## src/rtl/wb_pkg.sv

```systemverilog
// Shared types and load-type encodings for the register-file writeback path.
package wb_pkg;

    localparam logic [2:0] F3_LB  = 3'b000;
    localparam logic [2:0] F3_LH  = 3'b001;
    localparam logic [2:0] F3_LW  = 3'b010;
    localparam logic [2:0] F3_LBU = 3'b100;
    localparam logic [2:0] F3_LHU = 3'b101;

    typedef logic [4:0] reg_addr_t;

    typedef struct packed {
        reg_addr_t   rd;
        logic [2:0]  funct3;
        logic [1:0]  byte_off;
        logic [31:0] word;
    } ld_entry_t;

endpackage

```

## src/rtl/wb_load_fifo.sv

```systemverilog
// Small circular FIFO holding raw load responses until the writeback port is free.
module wb_load_fifo
    import wb_pkg::*;
#(
    parameter int LD_DEPTH = 2
) (
    input  logic                           clk,
    input  logic                           rst_n,
    input  logic                           push,
    input  ld_entry_t                      push_data,
    input  logic                           pop,
    output ld_entry_t                      pop_data,
    output logic                           full,
    output logic                           empty,
    output logic [$clog2(LD_DEPTH+1)-1:0]  count
);

    localparam int PW = (LD_DEPTH > 1) ? $clog2(LD_DEPTH) : 1;
    localparam int CW = $clog2(LD_DEPTH + 1);
    localparam logic [PW-1:0] PTR_ONE   = PW'(1);
    localparam logic [CW-1:0] CNT_ONE   = CW'(1);
    localparam logic [CW-1:0] CNT_DEPTH = CW'(LD_DEPTH);

    ld_entry_t       mem_r [LD_DEPTH];
    logic [PW-1:0]   wr_ptr_r;
    logic [PW-1:0]   rd_ptr_r;
    logic [CW-1:0]   count_r;
    logic            push_s;
    logic            pop_s;

    assign full     = (count_r == CNT_DEPTH);
    assign empty    = (count_r == '0);
    assign count    = count_r;
    assign pop_data = mem_r[rd_ptr_r];
    assign push_s   = push && !full;
    assign pop_s    = pop && !empty;

    // Storage array; power-of-two depth lets the pointers wrap naturally.
    always_ff @(posedge clk or negedge rst_n) begin
        if (!rst_n) begin
            for (int i = 0; i < LD_DEPTH; i++) begin
                mem_r[i] <= '0;
            end
        end else if (push_s) begin
            mem_r[wr_ptr_r] <= push_data;
        end
    end

    // Pointer and occupancy tracking.
    always_ff @(posedge clk or negedge rst_n) begin
        if (!rst_n) begin
            wr_ptr_r <= '0;
            rd_ptr_r <= '0;
            count_r  <= '0;
        end else begin
            if (push_s) begin
                wr_ptr_r <= wr_ptr_r + PTR_ONE;
            end
            if (pop_s) begin
                rd_ptr_r <= rd_ptr_r + PTR_ONE;
            end
            case ({push_s, pop_s})
                2'b10:   count_r <= count_r + CNT_ONE;
                2'b01:   count_r <= count_r - CNT_ONE;
                default: count_r <= count_r;
            endcase
        end
    end

endmodule

```

## src/rtl/writeback_unit.sv

```systemverilog
// Merges ALU results and buffered load responses onto the register-file write port,
// with ALU priority bounded by a starvation counter.
module writeback_unit
    import wb_pkg::*;
#(
    parameter int LD_DEPTH   = 2,
    parameter int STARVE_MAX = 4
) (
    input  logic        clk,
    input  logic        rst_n,
    input  logic        alu_valid,
    input  logic [4:0]  alu_rd,
    input  logic [31:0] alu_data,
    output logic        alu_stall,
    input  logic        ld_valid,
    output logic        ld_ready,
    input  logic [4:0]  ld_rd,
    input  logic [2:0]  ld_funct3,
    input  logic [1:0]  ld_byte_off,
    input  logic [31:0] ld_word,
    output logic        w_en,
    output logic [4:0]  rd,
    output logic [31:0] rdData
);

    localparam int CW = $clog2(LD_DEPTH + 1);
    localparam int SW = $clog2(STARVE_MAX + 1);
    localparam logic [CW-1:0] CNT_ONE    = CW'(1);
    localparam logic [CW-1:0] CNT_DEPTH  = CW'(LD_DEPTH);
    localparam logic [SW-1:0] STARVE_ONE = SW'(1);
    localparam logic [SW-1:0] STARVE_LIM = SW'(STARVE_MAX);

    function automatic logic [31:0] load_extend(input ld_entry_t e);
        logic [7:0]  b;
        logic [15:0] h;
        logic [31:0] r;
        b = e.word[{e.byte_off, 3'b000} +: 8];
        h = e.word[{e.byte_off[1], 4'b0000} +: 16];
        case (e.funct3)
            F3_LB:   r = {{24{b[7]}}, b};
            F3_LH:   r = {{16{h[15]}}, h};
            F3_LW:   r = e.word;
            F3_LBU:  r = {24'h00_0000, b};
            F3_LHU:  r = {16'h0000, h};
            default: r = e.word;
        endcase
        return r;
    endfunction

    ld_entry_t       ld_in_s;
    ld_entry_t       head_s;
    logic            fifo_full_s;
    logic            fifo_empty_s;
    logic [CW-1:0]   fifo_count_s;
    logic [CW-1:0]   count_nxt_s;
    logic            push_s;
    logic            pop_s;
    logic            alu_win_s;
    logic            alu_stall_s;
    logic [SW-1:0]   starve_cnt_r;
    logic [SW-1:0]   starve_nxt_s;
    logic            ld_ready_r;
    logic            w_en_r;
    reg_addr_t       rd_r;
    logic [31:0]     rd_data_r;
    logic            w_en_nxt_s;
    reg_addr_t       rd_nxt_s;
    logic [31:0]     data_nxt_s;

    assign ld_in_s     = '{rd: ld_rd, funct3: ld_funct3, byte_off: ld_byte_off, word: ld_word};
    assign push_s      = ld_valid && ld_ready_r && !fifo_full_s;
    assign alu_stall_s = (starve_cnt_r == STARVE_LIM) && !fifo_empty_s;

    assign alu_stall = alu_stall_s;
    assign ld_ready  = ld_ready_r;
    assign w_en      = w_en_r;
    assign rd        = rd_r;
    assign rdData    = rd_data_r;

    wb_load_fifo #(
        .LD_DEPTH (LD_DEPTH)
    ) u_fifo (
        .clk       (clk),
        .rst_n     (rst_n),
        .push      (push_s),
        .push_data (ld_in_s),
        .pop       (pop_s),
        .pop_data  (head_s),
        .full      (fifo_full_s),
        .empty     (fifo_empty_s),
        .count     (fifo_count_s)
    );

    // Source select: ALU first, then FIFO head, else idle.
    always_comb begin
        alu_win_s  = 1'b0;
        pop_s      = 1'b0;
        w_en_nxt_s = 1'b0;
        rd_nxt_s   = rd_r;
        data_nxt_s = rd_data_r;
        if (alu_valid && !alu_stall_s) begin
            alu_win_s  = 1'b1;
            w_en_nxt_s = (alu_rd != 5'd0);
            rd_nxt_s   = alu_rd;
            data_nxt_s = alu_data;
        end else if (!fifo_empty_s) begin
            pop_s      = 1'b1;
            w_en_nxt_s = (head_s.rd != 5'd0);
            rd_nxt_s   = head_s.rd;
            data_nxt_s = load_extend(head_s);
        end else begin
            w_en_nxt_s = 1'b0;
        end
    end

    // Starvation counter and next FIFO occupancy (ready is registered from it).
    always_comb begin
        starve_nxt_s = starve_cnt_r;
        count_nxt_s  = fifo_count_s;
        if (fifo_empty_s || pop_s) begin
            starve_nxt_s = '0;
        end else if (alu_win_s && (starve_cnt_r != STARVE_LIM)) begin
            starve_nxt_s = starve_cnt_r + STARVE_ONE;
        end else begin
            starve_nxt_s = starve_cnt_r;
        end
        case ({push_s, pop_s})
            2'b10:   count_nxt_s = fifo_count_s + CNT_ONE;
            2'b01:   count_nxt_s = fifo_count_s - CNT_ONE;
            default: count_nxt_s = fifo_count_s;
        endcase
    end

    // Control state registers.
    always_ff @(posedge clk or negedge rst_n) begin
        if (!rst_n) begin
            starve_cnt_r <= '0;
            ld_ready_r   <= 1'b0;
        end else begin
            starve_cnt_r <= starve_nxt_s;
            ld_ready_r   <= (count_nxt_s < CNT_DEPTH);
        end
    end

    // Registered write port; rd/data hold through idle cycles.
    always_ff @(posedge clk or negedge rst_n) begin
        if (!rst_n) begin
            w_en_r    <= 1'b0;
            rd_r      <= 5'd0;
            rd_data_r <= 32'h0000_0000;
        end else begin
            w_en_r    <= w_en_nxt_s;
            rd_r      <= rd_nxt_s;
            rd_data_r <= data_nxt_s;
        end
    end

endmodule

```

## config.mk

```make
export PLATFORM = sky130hd
export DESIGN_NAME = writeback_unit
export DESIGN_NICKNAME = d
export VERILOG_FILES = /design/src/rtl/wb_pkg.sv /design/src/rtl/wb_load_fifo.sv /design/src/rtl/writeback_unit.sv
export SDC_FILE = /design/constraint.sdc
export NUM_CORES = 1
export LEC_CHECK = 0
export ABC_CLOCK_PERIOD_IN_PS = 5850
export CAP_MARGIN = 20
export CORE_UTILIZATION = 50
export DETAILED_ROUTE_END_ITERATION = 6
export GPL_TIMING_DRIVEN = 1
export PLACE_DENSITY = 0.81
export SLEW_MARGIN = 20
export SYNTH_ARGS = -nofsm -noshare
export SYNTH_HDL_FRONTEND = slang
export SYNTH_SLANG_ARGS = --single-unit
export TNS_END_PERCENT = 30
```

## constraint.sdc

```tcl
create_clock -name clk -period 5.85 [get_ports clk]
set_input_delay 1.755 -clock clk [delete_from_list [all_inputs] [get_ports clk]]
set_output_delay 1.755 -clock clk [all_outputs]
set_load 0.02 [all_outputs]
```

==> metrics.csv, run 1 <==
metric;value;unit
Post-Synth Adder-Cell Area;1.31;%
# IOs;123;
mapped cell area;6700;um2
synth top area cells;dfrtp_1 (49%), mux2_2 (18%), mux2i_1 (6.9%);
post-synth top area share;48.6;%
xor and xnor area share after synthesis;0.654;%
Seq/Total Area, Yosys;48.6;%
Finish-stage setup viols;0;
routed vias/inst;5.85;
number of diodes;0;
Die X;118;um
f_max;250;MHz
Period Utilization, post-route;68.5;%
Die Y-Extent;118;um
maximum VDD drop;0.263;mV
fin. max-slew vios;0;
DRC violations left;0;
crit-path max FO;16;
Clock Sinks;130;
post-place setup slack;1410;ps
WL/cell;19.9;um
Die Footprint;13900;um2
worst slew pin tran;1020;ps
Final Hold Fails;0;
Req. time, crit path;6090;ps
clk buf depth;2;
Post-Syn Nets;639;
Leak;3.63;nW
vias;4949;
grt total ovfl;0;
largest family of logic cells by synthesized area;multiplexers;
Critical Path Source Type;primary input;
final total power;0.00546;W
clk root buf;clkbuf_16;
Compound-Gate Fraction of Synth Area;12.6;%
critical path class;in -> reg;
post-synthesis mux area share;26.3;%
hold crit path type;reg -> reg;
Post-synth EDFFs;0;
Syn Inst Count;549;
crit end category;flop;
Non-Filler Instances;846;
count leader, synth;dfrtp_1;
TritonCTS Buffers;17;
routability cong.;0.899;
post-CTS sizing;0;
placed insts;814;
Initial DRT Pass Iterations;4;
ys flop type;dfrtp_1;
slew margin rel.;32.1;%
deepest level of the CTS H-tree;4;
pwr dens;629;nW/um2
Post-synth top cells;dfrtp_1 (130), mux2_2 (108), mux2i_1 (46);
unrepaired setup endpoints after global routing;no;
largest net degree at the start of global routing;50;
Synth Area in Simple Gates;6.84;%
max cap viols;0;
# port buffers;122;
TritonCTS clock tree;built;
syn avg cell area;12.2;um2
vias in the first global route;5315;
All-Layer GR Usage;25.5;%
ys async rst share;100;%
crit path DAT;4250;ps
Tmin final;4010;ps
#FFs+latches synth;130;
first-pass GRT wire length;27700;um
initial antenna violation count;0;
fin nets;752;
ratio of cells with drive above 1 in the final layout;26.9;%
setup TNS;0;ps
Routed Antenna Nets;0;
PnR worst setup slack;1840;ps
Layout Skew;8.41;ps
worst-skew pair later-pin latency;420;ps
hold_buf cts;0;
Initial Util;52.2;%
drt first-iter violations;401;
Setup Buffers After CTS;0;
core area;12800;um2
Synth area leader;dfrtp_1;
outcome;completed;
Routed WL;16900;um
clk slew on worst S/H paths;60;ps
Layout area overhead;29.6;%
dpl hpwl;11600;um
fillers;936;
site row count;41;
post-synthesis cell type count;57;
warnings from Yosys;0;
[per-layer routing]
metal | vias up | track usage (%) | part of all wire [%]
met5 | - | 0 | 0
met4 | 0 | 8.57 | 2.0
met3 | 33 | 5.43 | 5.8
met2 | 185 | 41.8 | 48
met1 | 2499 | 33.6 | 44
li1 | 2232 | - | -
[power breakdown]
| group | switching (W) | total (W) | internal [W] |
|---|---|---|---|
| registers | 0.000394 | 0.00176 | 0.00136 |
| logic | 0.00126 | 0.00251 | 0.00125 |
| clock network | 0.000389 | 0.00119 | 0.000798 |
| total | 0.00204 | 0.00546 | 0.00342 |
[cells by family after synthesis]
kind of cell	count (synthesis)
multiplexers	159
flip-flops	130
AO/OA/AOI/OAI	117
AND/OR/NAND/NOR	83
buffers and inverters	48
adder cells (fa/ha/maj)	7
XOR/XNOR	5
[critical path, stage by stage]
cell             delay (ps)
clkdlybuf4s50_1         660
a21boi_1                310
or2_2                   430
o31ai_4                 910
a21oi_1                 160
[flip-flops by register name, indices dropped and copies added (netlist names)]
register and flops:
ld_ready 1, rd 5, rdData 32, starve_cnt_r 3, u_fifo.count 2, u_fifo.mem_r 84
u_fifo.rd_ptr_r 1, u_fifo.wr_ptr_r 1, w_en 1
[area by class of cell]
| cell class | count | area (um2) | area share [%] |
|---|---|---|---|
| Clock inverter | 13 | 235 | 2.71 |
| Tap cell | 172 | 215 | 2.48 |
| Timing Repair Buffer | 129 | 1280 | 14.8 |
| Inverter | 13 | 48.8 | 0.562 |
| Sequential cell | 130 | 3250 | 37.5 |
| Multi-Input combinational cell | 371 | 3210 | 37.0 |
| Clock buffer | 18 | 429 | 4.94 |
[per-stage QoR]
| step | instance area (um2) | hold WS [ps] | util [%] |
|---|---|---|---|
| 2_1_floorplan | 6700 | 438 | - |
| 3_3_place_gp | 7990 | 452 | 62.3 |
| 3_5_place_dp | 7990 | 470 | 62.3 |
| 4_1_cts | 8660 | 486 | 67.5 |
| 5_1_grt | 8680 | 499 | 67.7 |
| 6_report | 8680 | 479 | 67.7 |
[layout by cell type (no fill, tap or decap), types with 2 or more instances in the layout]
cell,count
o221a_2,5
o32ai_1,3
o21ai_0,33
clkbuf_16,17
nand2_1,21
nand3b_1,21
nand2b_1,4
nand2_2,2
a22o_1,5
clkdlybuf4s50_1,121
a22oi_1,13
o221ai_1,2
clkinv_4,4
inv_1,13
and2_1,2
mux2i_2,2
nor3_1,4
a32o_1,2
or2_2,3
a21o_1,4
nor2_1,14
buf_4,7
mux2_2,108
dfrtp_1,129
ha_1,7
o22ai_1,5
xnor2_1,4
bufinv_16,6
clkinvlp_4,2
a31oi_1,3
a21oi_2,9
mux2i_1,46
a221oi_1,4
nor2b_1,3
a21oi_1,18
[path summary, 6_finish.rpt]
kind	startpoint	endpoint	slack (ps)	depth (start not counted)
worst max-delay path	alu_valid	rdData[19]	1840	5
worst min-delay path	starve_cnt_r[0]	starve_cnt_r[0]	480	1
worst max register to register	u_fifo.rd_ptr_r	rdData[19]	2610	6
worst min register to register	starve_cnt_r[0]	starve_cnt_r[0]	480	1
max in group asynchronous	rst_n	rdData[19]	3470	2
min in group asynchronous	rst_n	u_fifo.count[0]	1360	1
No activity file was read; power rests on OpenSTA's default activity.
==> run 2: changes to the inputs <==
ABC_CLOCK_PERIOD_IN_PS = 4000   (was 5850)
clock period = 4 ns   (was 5.85 ns; I/O delays follow)
==> metrics.csv, run 2 (synthesis gave the netlist of run 1 again) <==
metric;value;unit;change
routed vias/inst;6.00;;+2.6%
Initial DRT Pass Iterations;5;;+1
final total power;0.00796;W;+46%
Min-Delay Path Depth;1;;unchanged
first-pass GRT wire length;28700;um;+3.9%
cells along the critical path;inv_1 -> ha_1 -> nand2_1 -> nor2_1 -> clkdlybuf4s50_1;;
fin. max-slew vios;0;;unchanged
max reg flops;84;;unchanged
vias in the first global route;5391;;+1.4%
max cap viols;0;;unchanged
Die Footprint;13900;um2;unchanged
clk slew on worst S/H paths;60;ps;about the same
Finish-stage setup viols;0;;unchanged
grt total ovfl;0;;unchanged
critical path class;reg -> out;;
CP max stage cell;clkdlybuf4s50_1;;
Clk pwr share;20.8;%;-0.9 points
Sw Share;38.3;%;+0.88 points
outcome;completed;;
most frequent cells in the layout;dfrtp_1 (129), clkdlybuf4s50_1 (121), mux2_2 (108);;
PnR worst setup slack;777;ps;-1070 ps
largest net degree at the start of global routing;65;;+30%
All-Layer GR Usage;27.0;%;+1.5 points
ratio of cells with drive above 1 in the final layout;27.4;%;+0.54 points
Final Hold Fails;0;;unchanged
sequential power share;32.2;%;about the same
number of diodes;0;;unchanged
clk buf depth;2;;unchanged
Layout area overhead;29.8;%;
Layout Skew;7.17;ps;-1.24 ps
slew margin rel.;25.6;%;-6.6 points
Top reg by flops;u_fifo.mem_r;;
Die Y-Extent;118;um;unchanged
# port buffers;122;;unchanged
Initial Util;52.2;%;unchanged
clk root buf;clkbuf_16;;
Critical Path Source Type;flop;;
unrepaired setup endpoints after global routing;no;;
post-layout instance area;8690;um2;+0.14%
# IOs;123;;unchanged
Die X;118;um;unchanged
TritonCTS Buffers;17;;unchanged
fillers;939;;+0.32%
Routed WL;17700;um;+4.8%
f_max;310;MHz;
maximum VDD drop;0.366;mV;+39%
setup TNS;0;ps;unchanged
worst slew pin tran;1120;ps;+98.3 ps
CP peak stage delay;650;ps;-260 ps
dpl hpwl;12100;um;+4.2%
Hold Slack;479;ps;+0.240 ps
Setup Buffers After CTS;0;;unchanged
P_int;0.00491;W;+44%
Placement Cell Area;8060;um2;+0.78%
hold crit path type;reg -> reg;;
Register Area;3250;um2;unchanged
drt first-iter violations;561;;+40%
site row count;41;;unchanged
post-place setup slack;438;ps;-974 ps
Reg2Reg Depth;5;;-1
Clock Sinks;130;;unchanged
Req. time, crit path;2800;ps;-3290 ps
multi-input logic area;3210;um2;about the same
fin nets;756;;+0.53%
Tmin final;3220;ps;
deepest level of the CTS H-tree;4;;unchanged
routability cong.;0.843;;-6.2%
pwr dens;916;nW/um2;+46%
DRC violations left;0;;unchanged
crit-path max FO;3;;-13
Routed Antenna Nets;0;;unchanged
core area;12800;um2;unchanged
Leak;3.64;nW;+0.35%
crit path DAT;2020;ps;-2230 ps
post-CTS sizing;0;;unchanged
Period Utilization, post-route;80.6;%;
commonest non-fill, non-tap cell in the layout;dfrtp_1;;
Comb pwr share;47.1;%;+1.0 points
vias;5106;;+3.2%
TritonCTS clock tree;built;;
Sw Pwr;0.00305;W;+49%
initial antenna violation count;0;;unchanged
crit end category;output pin;;
hold_buf cts;0;;unchanged
WL/cell;20.8;um;+4.2%
worst-skew pair later-pin latency;430;ps;about the same
-- run 2: cell count changes in the layout (fill, tap and decap cells not counted), sizes merged --
cell      before  now
clkinvlp       2    3
bufinv         6    4
buf            8   12
clkbuf        18   19
clkinv         5    6
-- run 2: layout make-up --
class                      count  area share, %
sequential                   130           37.4
multi-input combinational    371           36.9
inverter                      13          0.561
clock inverter                13           2.12
tap                          172           2.48
timing repair buffer         133           15.3
clock buffer                  19           5.21
-- run 2: stage by stage --
stage / std cells / utilization, %
global route: 851 / 67.8
finish: 851 / 67.8
floorplan: 549 / -
CTS: 851 / 67.8
global placement: 819 / 62.8
detailed placement: 819 / 62.8
-- run 2: layer usage --
layer	vias up	GRT usage (%)	share of wire [%]
met5	-	0	0
met4	0	9.78	2.1
met3	39	6.15	6.2
met2	243	43.3	48
met1	2574	35.7	44
li1	2250	-	-
-- run 2: critical path, delay by kind of cell (launching register included) --
family / cells / cell delay (ps)
buffers and inverters: 2 / 720
DFF: 1 / 400
and+or+nand+nor: 2 / 320
adders and majority gates: 1 / 170
-- run 2: final timing paths --
kind	from	to	slack (ps)
setup / recovery	starve_cnt_r[0]	alu_stall	780
hold / removal	starve_cnt_r[0]	starve_cnt_r[0]	480
setup reg to reg	u_fifo.rd_ptr_r	rdData[17]	1100
hold reg to reg	starve_cnt_r[0]	starve_cnt_r[0]	480
max in group asynchronous	rst_n	rdData[22]	2300
min in group asynchronous	rst_n	starve_cnt_r[2]	870
-- run 2: power groups by stage --
stage               combinational (W)  sequential (W)  clock, W
floorplan                     0.00249         0.00256         0
global placement              0.00357         0.00251         0
detailed placement            0.00369         0.00255         0
CTS                           0.00373         0.00255   0.00167
global route                  0.00400         0.00265   0.00173
finish                        0.00375         0.00256   0.00165
==> run 3: changes to the inputs <==
ABC_CLOCK_PERIOD_IN_PS = 3000   (was 4000)
clock period = 3 ns   (was 4 ns; I/O delays follow)
==> metrics.csv, run 3 (synthesis gave the netlist of run 1 again) <==
metric;value;unit;change
worst slew pin tran;691;ps;-425 ps
dpl hpwl;12500;um;+2.7%
Die Footprint;13900;um2;unchanged
core area;12800;um2;unchanged
unrepaired setup endpoints after global routing;no;;
RR Endpoint;rdData[1];;
WL/cell;21.5;um;+3.5%
Initial Util;52.2;%;unchanged
grt total ovfl;0;;unchanged
All-Layer GR Usage;27.6;%;+0.65 points
site row count;41;;unchanged
TritonCTS Buffers;17;;unchanged
Die X;118;um;unchanged
worst-skew pair later-pin latency;420;ps;about the same
Req. time, crit path;3350;ps;+550 ps
Die Y-Extent;118;um;unchanged
Reg2Reg Depth;6;;+1
initial antenna violation count;0;;unchanged
fin. max-slew vios;0;;unchanged
cells along the critical path;buf_4 -> mux2_4 -> nor2_2 -> nand2_1 -> o22ai_1 -> o221a_2;;
clk root buf;clkbuf_16;;
clk buf depth;2;;unchanged
clk slew on worst S/H paths;60;ps;about the same
commonest non-fill, non-tap cell in the layout;dfrtp_1;;
Top reg by flops;u_fifo.mem_r;;
Period Utilization, post-route;85.3;%;
Routed Antenna Nets;0;;unchanged
Critical Path Source Type;flop;;
hold crit path type;in -> async;;
Routed WL;18400;um;+4.2%
crit-path max FO;26;;+23
fin nets;762;;+0.79%
routed vias/inst;6.01;;+0.14%
Final Core Density;68.8;%;+1.0 points
Finish-stage setup viols;0;;unchanged
Layout Skew;6.53;ps;-0.644 ps
TritonCTS clock tree;built;;
slew margin rel.;53.9;%;+28 points
most frequent cells in the layout;dfrtp_1 (129), clkdlybuf4s50_1 (120), mux2_2 (108);;
maximum VDD drop;0.577;mV;+58%
# IOs;123;;unchanged
final total power;0.0110;W;+38%
ratio of cells with drive above 1 in the final layout;28.0;%;+0.64 points
Final Hold Fails;0;;unchanged
first-pass GRT wire length;29700;um;+3.4%
f_max;391;MHz;
CP delay by family, top;flip-flops;;
pwr dens;1240;nW/um2;+36%
RR Startpoint;u_fifo.rd_ptr_r;;
critical path class;reg -> reg;;
critical path buffer and inverter count;1;;-1
hold_buf cts;0;;unchanged
max reg flops;84;;unchanged
DRC violations left;0;;unchanged
number of diodes;0;;unchanged
CP max stage cell;dfrtp_2;;
drt first-iter violations;410;;-27%
Tmin final;2560;ps;
crit path DAT;2910;ps;+890 ps
CP peak stage delay;810;ps;+160 ps
Initial DRT Pass Iterations;5;;unchanged
outcome;completed;;
deepest level of the CTS H-tree;4;;unchanged
Setup Buffers After CTS;0;;unchanged
Clock Sinks;130;;unchanged
crit end category;flop;;
largest net degree at the start of global routing;52;;-20%
Layout area overhead;31.7;%;
max cap viols;0;;unchanged
# port buffers;122;;unchanged
setup TNS;0;ps;unchanged
reg2reg setup slack;440;ps;-660 ps
vias in the first global route;5602;;+3.9%
Leak;3.72;nW;+2.3%
post-CTS sizing;0;;unchanged
vias;5149;;+0.84%
routability cong.;0.870;;+3.2%
[run 3: metal layers]
layer,up-vias,GRT usage [%],share of wire [%]
li1,2264,-,-
met5,-,0,0
met3,26,6.44,6.5
met2,233,45.4,49
met1,2626,35.8,43
met4,0,9.46,1.6
[run 3: cell type report]
class,instances,area (um2)
multi-input cells,371,3210
flip-flops and latches,130,3250
clock inverters,12,226
inverters,13,48.8
clock buffers,20,467
well taps,172,215
fillers,891,4000
repair buffers,139,1400
[run 3: stage by stage]
| stage | hold WS [ps] | cells | instance area [um2] | setup slack [ps] |
|---|---|---|---|---|
| floorplan | 438 | 549 | 6700 | 585 |
| global placement | 451 | 825 | 8130 | 301 |
| detailed placement | 470 | 825 | 8130 | 233 |
| CTS | 373 | 857 | 8820 | 85.0 |
| global route | 377 | 857 | 8820 | 354 |
| finish | 367 | 857 | 8820 | 441 |
[run 3: worst register-to-register path, cell delays in order (launching register included)]
cell and delay [ps]:
dfrtp_2 810, buf_4 330, mux2_4 410, nor2_2 190, nand2_1 220, o22ai_1 310
o221a_2 240
[run 3: worst max path at each step]
| stage | from | to | slack [ps] | cells past startpoint |
|---|---|---|---|---|
| 2_1_floorplan | alu_valid | ld_ready | 590 | 8 |
| 3_5_place_dp | alu_valid | rdData[1] | 230 | 7 |
| 6_report | u_fifo.rd_ptr_r | rdData[1] | 440 | 6 |
| 5_1_grt | starve_cnt_r[0] | alu_stall | 350 | 5 |
| 4_1_cts | starve_cnt_r[0] | alu_stall | 80 | 5 |
| 3_3_place_gp | alu_valid | ld_ready | 300 | 7 |
[run 3: report_power, final]
part           total [W]  switching (W)  internal (W)  leakage (nW)
Sequential       0.00346       0.000796       0.00266          1.55
Combinational    0.00509        0.00257       0.00252          1.84
Clock            0.00242       0.000787       0.00163         0.333
